===== config.mk =====
export PLATFORM = sky130hd
export DESIGN_NAME = shk_slave_responder
export DESIGN_NICKNAME = d
export VERILOG_FILES = /design/src/rtl/shk_slave_responder.sv
export SDC_FILE = /design/constraint.sdc
export NUM_CORES = 1
export LEC_CHECK = 0
export ABC_AREA = 1
export CAP_MARGIN = 25
export CORE_MARGIN = 2
export CORE_UTILIZATION = 54
export CTS_BUF_LIST = sky130_fd_sc_hd__clkbuf_16
export DETAILED_ROUTE_END_ITERATION = 12
export GPL_TIMING_DRIVEN = 1
export PLACE_DENSITY_LB_ADDON = 0.12
export SYNTH_ARGS = -nofsm -noshare
export SYNTH_HDL_FRONTEND = slang
export SYNTH_SLANG_ARGS = --single-unit

===== constraint.sdc =====
create_clock -name i_clk -period 4.6 [get_ports i_clk]
set_input_delay 1.38 -clock i_clk [delete_from_list [all_inputs] [get_ports i_clk]]
set_output_delay 1.38 -clock i_clk [all_outputs]
set_load 0.01 [all_outputs]

===== src/rtl/shk_slave_responder.sv =====
// Shake-bus responder: captures one request per wvalid level, serves a job of dmosi cycles, answers with wready/smiso/dmiso.
// Latency: wready rises N+1 edges after the capturing edge; m_err_info1 is registered (1 cycle behind sticky/upstream).
// Backpressure: wready is held until the master drops wvalid, or until TIMEOUT_CYC cycles pass (then flagged and withdrawn).
module shk_slave_responder #(
    parameter int WD_SHK_SYNC = 16,
    parameter int WD_SHK_DLAY = 15,
    parameter int WD_ERR_INFO = 4,
    parameter int TIMEOUT_CYC = 1024
) (
    input  logic                   i_clk,
    input  logic                   i_rst,
    input  logic                   s_shk_wvalid,
    input  logic [WD_SHK_SYNC-1:0] s_shk_smosi,
    input  logic [WD_SHK_DLAY-1:0] s_shk_dmosi,
    output logic                   s_shk_wready,
    output logic [WD_SHK_SYNC-1:0] s_shk_smiso,
    output logic [WD_SHK_DLAY-1:0] s_shk_dmiso,
    output logic                   o_job_busy,
    input  logic                   i_err_clr,
    input  logic [WD_ERR_INFO-1:0] s_err_info1,
    output logic [WD_ERR_INFO-1:0] m_err_info1
);

    localparam int WD_REL = $clog2(TIMEOUT_CYC + 1);
    localparam logic [WD_REL-1:0] REL_LAST = WD_REL'(TIMEOUT_CYC - 1);

    typedef enum logic [1:0] {
        ST_IDLE,
        ST_BUSY,
        ST_DONE,
        ST_RELEASE
    } state_t;

    state_t                 state_q, state_d;
    logic [WD_SHK_SYNC-1:0] tag_q, tag_d;
    logic [WD_SHK_DLAY-1:0] tgt_q, tgt_d;
    logic [WD_SHK_DLAY-1:0] cnt_q, cnt_d;
    logic [WD_REL-1:0]      rel_q, rel_d;
    logic [WD_SHK_SYNC-1:0] smiso_q, smiso_d;
    logic [WD_SHK_DLAY-1:0] dmiso_q, dmiso_d;
    logic [3:0]             err_q, err_d;
    logic [3:0]             err_set;
    logic [WD_ERR_INFO-1:0] merr_q, merr_d;

    always_comb begin
        state_d = state_q;
        tag_d   = tag_q;
        tgt_d   = tgt_q;
        cnt_d   = cnt_q;
        rel_d   = rel_q;
        smiso_d = smiso_q;
        dmiso_d = dmiso_q;
        err_set = 4'b0000;
        case (state_q)
            ST_IDLE: begin
                if (s_shk_wvalid) begin
                    tag_d   = s_shk_smosi;
                    tgt_d   = s_shk_dmosi;
                    cnt_d   = '0;
                    state_d = ST_BUSY;
                end
            end
            ST_BUSY: begin
                if (!s_shk_wvalid) begin
                    state_d    = ST_IDLE;
                    err_set[2] = 1'b1;
                end else begin
                    if (s_shk_smosi != tag_q) begin
                        err_set[3] = 1'b1;
                    end
                    // Compare before incrementing so a full-scale N never wraps.
                    if (cnt_q == tgt_q) begin
                        state_d = ST_DONE;
                        smiso_d = tag_q;
                        dmiso_d = tgt_q;
                        rel_d   = '0;
                    end else begin
                        cnt_d = cnt_q + WD_SHK_DLAY'(1);
                    end
                end
            end
            ST_DONE: begin
                if (!s_shk_wvalid) begin
                    state_d = ST_IDLE;
                end else if (rel_q == REL_LAST) begin
                    state_d    = ST_RELEASE;
                    err_set[0] = 1'b1;
                end else begin
                    rel_d = rel_q + WD_REL'(1);
                end
            end
            ST_RELEASE: begin
                if (!s_shk_wvalid) begin
                    state_d = ST_IDLE;
                end
            end
            default: state_d = ST_IDLE;
        endcase

        err_d       = (i_err_clr ? 4'b0000 : err_q) | err_set;
        merr_d      = s_err_info1;
        merr_d[3:0] = s_err_info1[3:0] | err_q;
    end

    always_ff @(posedge i_clk or posedge i_rst) begin
        if (i_rst) begin
            state_q <= ST_IDLE;
            tag_q   <= '0;
            tgt_q   <= '0;
            cnt_q   <= '0;
            rel_q   <= '0;
            smiso_q <= '0;
            dmiso_q <= '0;
            err_q   <= '0;
            merr_q  <= '0;
        end else begin
            state_q <= state_d;
            tag_q   <= tag_d;
            tgt_q   <= tgt_d;
            cnt_q   <= cnt_d;
            rel_q   <= rel_d;
            smiso_q <= smiso_d;
            dmiso_q <= dmiso_d;
            err_q   <= err_d;
            merr_q  <= merr_d;
        end
    end

    assign s_shk_wready = (state_q == ST_DONE);
    assign o_job_busy   = (state_q == ST_BUSY);
    assign s_shk_smiso  = smiso_q;
    assign s_shk_dmiso  = dmiso_q;
    assign m_err_info1  = merr_q;

endmodule


# ---- After elaboration in Yosys (flattened, before gate mapping)
# Index checks and enable logic that the tools add are counted.
# Widths: inputs -> output; s select.
dict set report word_totals {
  reg_bits 98
  latchBits 0
  mem_bits_rw 0
  mem_bits_ro 0
  in_bits 39
  out_inout_bits 37
  elab_cells 60
  memories 0
}
dict set report classes {
  add_sub_neg 2
  n_mul 0
  n_div 0
  magnitude_cmp 0
  n_eq_ne 15
  n_shift 0
  n_mux 24
  bitwise 2
  n_reduce_logical 8
}
# cell count
set op_table {}
lappend op_table {{$mux 15} 3}
lappend op_table {{$mux 11} 4}
lappend op_table {{$pmux 15 s2} 1}
lappend op_table {{$pmux 11 s2} 1}
lappend op_table {{$ne 16x16->1} 1}
lappend op_table {{$add 15x1->15 const B} 1}
lappend op_table {{$eq 15x15->1} 1}
lappend op_table {{$mux 2} 7}
lappend op_table {{$ne 2x2->1 const B} 6}
lappend op_table {{$add 11x1->11 const B} 1}
lappend op_table {{$eq 11x10->1 const B} 1}
lappend op_table {{$or 4x4->4} 2}
lappend op_table {{$pmux 2 s4} 1}
lappend op_table {{$reduce_and 4->1} 2}
lappend op_table {{$mux 1} 6}
lappend op_table {{$ne 3x2->1 const B} 2}
lappend op_table {{$reduce_and 5->1} 1}
lappend op_table {{$eq 2x2->1 const B} 2}
lappend op_table {{$mux 4} 1}
lappend op_table {{$reduce_bool 2->1} 2}
lappend op_table {{$reduce_and 3->1} 1}
lappend op_table {{$eq 2x1->1 const B} 1}
lappend op_table {{$logic_not 2->1} 1}
lappend op_table {{$ne 2x1->1 const B} 1}
lappend op_table {{$reduce_and 2->1} 1}

# ---- Depth between registers and ports, before layout
dict set report logic_depth {
  ltp_word 5
  mapped_depth 13
  mapped_depth_nobuf 11
}

# ---- Worst setup path before layout
# Ideal clock, no wire load.
dict set report synth_timing {
  kind {input to register}
  start {input s_shk_wvalid}
  end {register dmiso_q[0], in the netlist s_shk_dmiso[0]}
  setup_time_ns 0.119
  t_arrival_ns 2.110
  required_ns 4.481
  slack_ns 2.371
  stages 7
  path_cell_list {inv_1 > nor2_2 > inv_2 > nor2_8 > buf_6 > nand2_1 > o21a_1}
}
dict set report synth_via {
  elab_chain_len 1
}
# element line
set synth_lines {}
lappend synth_lines {{start, declared} 12} ;# input logic s_shk_wvalid,
lappend synth_lines {{$reduce_and 3->1 (no source line)} --}
lappend synth_lines {{end signal, assigned} 123} ;# dmiso_q <= dmiso_d;
lappend synth_lines {{end, declared} 40} ;# logic [WD_SHK_DLAY-1:0] dmiso_q, dmiso_d;
# Every way passes these cells.
# A chain may end at the register's enable or synchronous reset.

# ---- Worst setup path in the final report
dict set report layout_timing {
  start {input s_shk_wvalid}
  end {register smiso_q[6], in the netlist s_shk_smiso[6]}
}
dict set report layout_via {
  elab_chain_len 1
}
# element line
set layout_lines {}
lappend layout_lines {{$reduce_and 3->1 (no source line)} --}
lappend layout_lines {{end signal, assigned} 122} ;# smiso_q <= smiso_d;
lappend layout_lines {{end, declared} 39} ;# logic [WD_SHK_SYNC-1:0] smiso_q, smiso_d;
# Every way passes these cells.

==> metrics <==
status=complete, no violations; WL/cell=14.0 um; Worst Clk Skew=0.00826 ns; final hold violations=0; Highest Clock Rate=322 MHz; Die Y=98.3 um; post-synthesis mux area share=0.0234; H-tree levels=3; Syn Inst Count=566; Iteration-0 DRC Markers=248; Worst slew margin=0.437; final instance count without filler cells=750; hold_buf cts=0; Worst R2R Setup Slack=2.38 ns; ys async rst share=1.00; CP Data Arrival Time=3.34 ns; Placed Area=0.00560 sq mm; nets=678; Period minus WS final=3.10 ns; reg2reg start=state_q[0]; Yosys top cell area share=0.505; xor-xnor portion of the synthesized cell area=0.0456; Adder-Cell Fraction of Synth Area=0.00521; Root Buffer=clkbuf_16; post-DP HPWL=7.38 mm; reg-to-reg endpoint=s_shk_smiso[6]; DRC=0; Tot Pwr=2690 uW; Routed Antenna Nets=0; post-route design area=0.00590 sq mm; Area Overhead vs Synth=22.8%; Post-Syn Nets=607; Critical Path Start Type=primary input; sequential area share after synthesis=0.505; setup TNS=0 ns; CP cell instances=clkdlybuf4s50_1, inv_1, nor2_2, inv_2, nor2_8, nand2_1, o21a_1; initial antenna violation count=0; GRT overflow=0; Worst Path Class, Setup=in2reg; EDFF count, synth=0; total CTS buffers=9; post-CTS sizing=0; Compound-Gate Fraction of Synth Area=0.0997; Routed WL=10.5 mm; fin util=0.680; share of cells above drive strength 1=0.111; diode count=0; Worst Tran Pin Value=0.842 ns; core area=0.00868 sq mm; # setup viols final=0; CP peak stage delay=0.59 ns; placed cells=734; global-route wire length before repair=18.1 mm; Slew Viols, Final=0; LEAKAGE=0.00273 uW; CTS Buffer Depth=2; CP Data Required Time=4.83 ns; gpl congestion=0.912; Vias=3915; DIE WIDTH=98.3 um; PortBufs=75; routed vias/inst=5.22; Final Cycle Share=0.675; row count=34; io pins=76; largest family of logic cells by synthesized area=simple AND/OR/NAND/NOR gates; Die ar.=0.00967 sq mm; vias in the first global route=3854; gr usage total=0.234; RSZ-0062 raised after global routing=no; critical path endpoint=s_shk_smiso[6]; worst hold path class=reg2reg; top cell type by total area after synthesis=dfrtp_1; Synth Area in Simple Gates=0.252; Initial Utilization=0.554; Syn Std Cell Area=0.00481 sq mm; R2R cell count=8; Main synth FF type=dfrtp_1; synthesized flop and latch total=97; CTS tree=built; synth warn=0; TritonRoute pass-1 iters=4; Max-Cap Viols=0; largest cells by area after synthesis=dfrtp_1 51%, nand2_1 13%, nor2_1 4.1%, o21a_1 3.3%, inv_1 3.2%; distinct cell type count of the synthesized netlist=31; syn_area_per_cell=8.49 sq um; Post-CTS Setup Bufs=0; largest net degree at the start of global routing=68; clk slew on worst S/H paths=0.07 ns; total clock sinks=97; VDD IR max=229 uV; Crit. End Element=flip-flop; crit path from=s_shk_wvalid; Clk Latency, worst-skew pair=0.34 ns; pwr dens=456 mW/mm^2; CP Max Fanout=52; slowest CP cell=clkdlybuf4s50_1
==> routing by layer <==
| metal | vias to the layer above | track usage | share of wire |
|---|---|---|---|
| li1 | 1948 | - | - |
| met1 | 1870 | 0.299 | 0.43 |
| met2 | 85 | 0.405 | 0.51 |
| met3 | 12 | 0.0437 | 0.040 |
| met4 | 0 | 0.0717 | 0.013 |
| met5 | - | 0 | 0 |
==> cell usage in the layout (no fill, tap or decap), drive strengths merged <==
cell type | synthesis | layout
nand2 | 166 | 166
dfrtp | 97 | 97
clkdlybuf4s50 | 0 | 75
inv | 57 | 61
nor2 | 58 | 58
o21ai | 33 | 33
nand3 | 24 | 24
a21oi | 21 | 21
o21a | 21 | 21
nor3 | 15 | 15
xor2 | 14 | 14
xnor2 | 11 | 11
mux2 | 10 | 10
clkbuf | 5 | 9
nand4 | 6 | 6
or2 | 6 | 6
nand3b | 4 | 4
buf | 13 | 3
ha | 2 | 2
clkinv | 0 | 2
o22ai | 1 | 1
o211ai | 1 | 1
nor3b | 1 | 1
bufinv | 0 | 1
==> worst min-delay path by stage <==
| stage | startpoint | end | slack, ns | depth (start not counted) |
|---|---|---|---|---|
| 6_report | err_q[0] | m_err_info1[0] | 0.47 | 1 |
| 3_3_place_gp | err_q[2] | m_err_info1[2] | 0.45 | 1 |
| 3_5_place_dp | err_q[0] | m_err_info1[0] | 0.46 | 1 |
| 5_1_grt | err_q[0] | m_err_info1[0] | 0.50 | 1 |
| 2_1_floorplan | err_q[0] | m_err_info1[0] | 0.44 | 1 |
| 4_1_cts | err_q[0] | m_err_info1[0] | 0.48 | 1 |
==> stage by stage <==
stage	setup WS (ns)	hold WS, ns
after global placement	1.21	0.452
after detailed placement	1.14	0.460
final	1.50	0.475
after floorplan	0.686	0.440
after global routing	1.34	0.504
after CTS	1.48	0.482
==> Yosys cell counts, drive strengths merged, types with 4 or more instances <==
master,number
nand4,6
buf,13
clkbuf,5
nor3,15
xnor2,11
nand2,166
mux2,10
a21oi,21
o21ai,33
nand3b,4
nor2,58
inv,57
o21a,21
dfrtp,97
xor2,14
or2,6
nand3,24
==> critical path, delay by kind of cell <==
kind	cells	cell delay [ns]
simple gates	3	0.94
buf+inv	3	0.87
compound gates	1	0.14
==> cell families (layout without fill, tap and decap cells) <==
kind of cell / count (synthesis) / count (layout)
flip-flops: 97 / 97
AO/OA/AOI/OAI: 77 / 77
buffers and inverters: 75 / 151
AND/OR/NAND/NOR: 280 / 280
XOR/XNOR: 25 / 25
adder cells (fa/ha/maj): 2 / 2
multiplexers: 10 / 10
==> where the power goes <==
| group | internal, uW | switching [uW] |
|---|---|---|
| Clock | 427 | 330 |
| Combinational | 306 | 452 |
| Sequential | 1030 | 142 |
==> area by class of cell <==
class	count	area, sq um
Clock buffer	9	225
Inverter	57	216
Timing Repair Buffer	78	773
Sequential cell	97	2430
Clock inverter	7	73.8
Multi-Input combinational cell	394	2050
Fill cell	735	2780
Tap cell	108	135
==> sequential cells by signal, indices dropped and copies added (netlist names) <==
register and flops:
cnt_q 15, err_q 3, m_err_info1 4, rel_q 11
s_shk_dmiso 15, s_shk_smiso 16, state_q 2, tag_q 16
tgt_q 15
No activity file was read; power rests on OpenSTA's default activity.
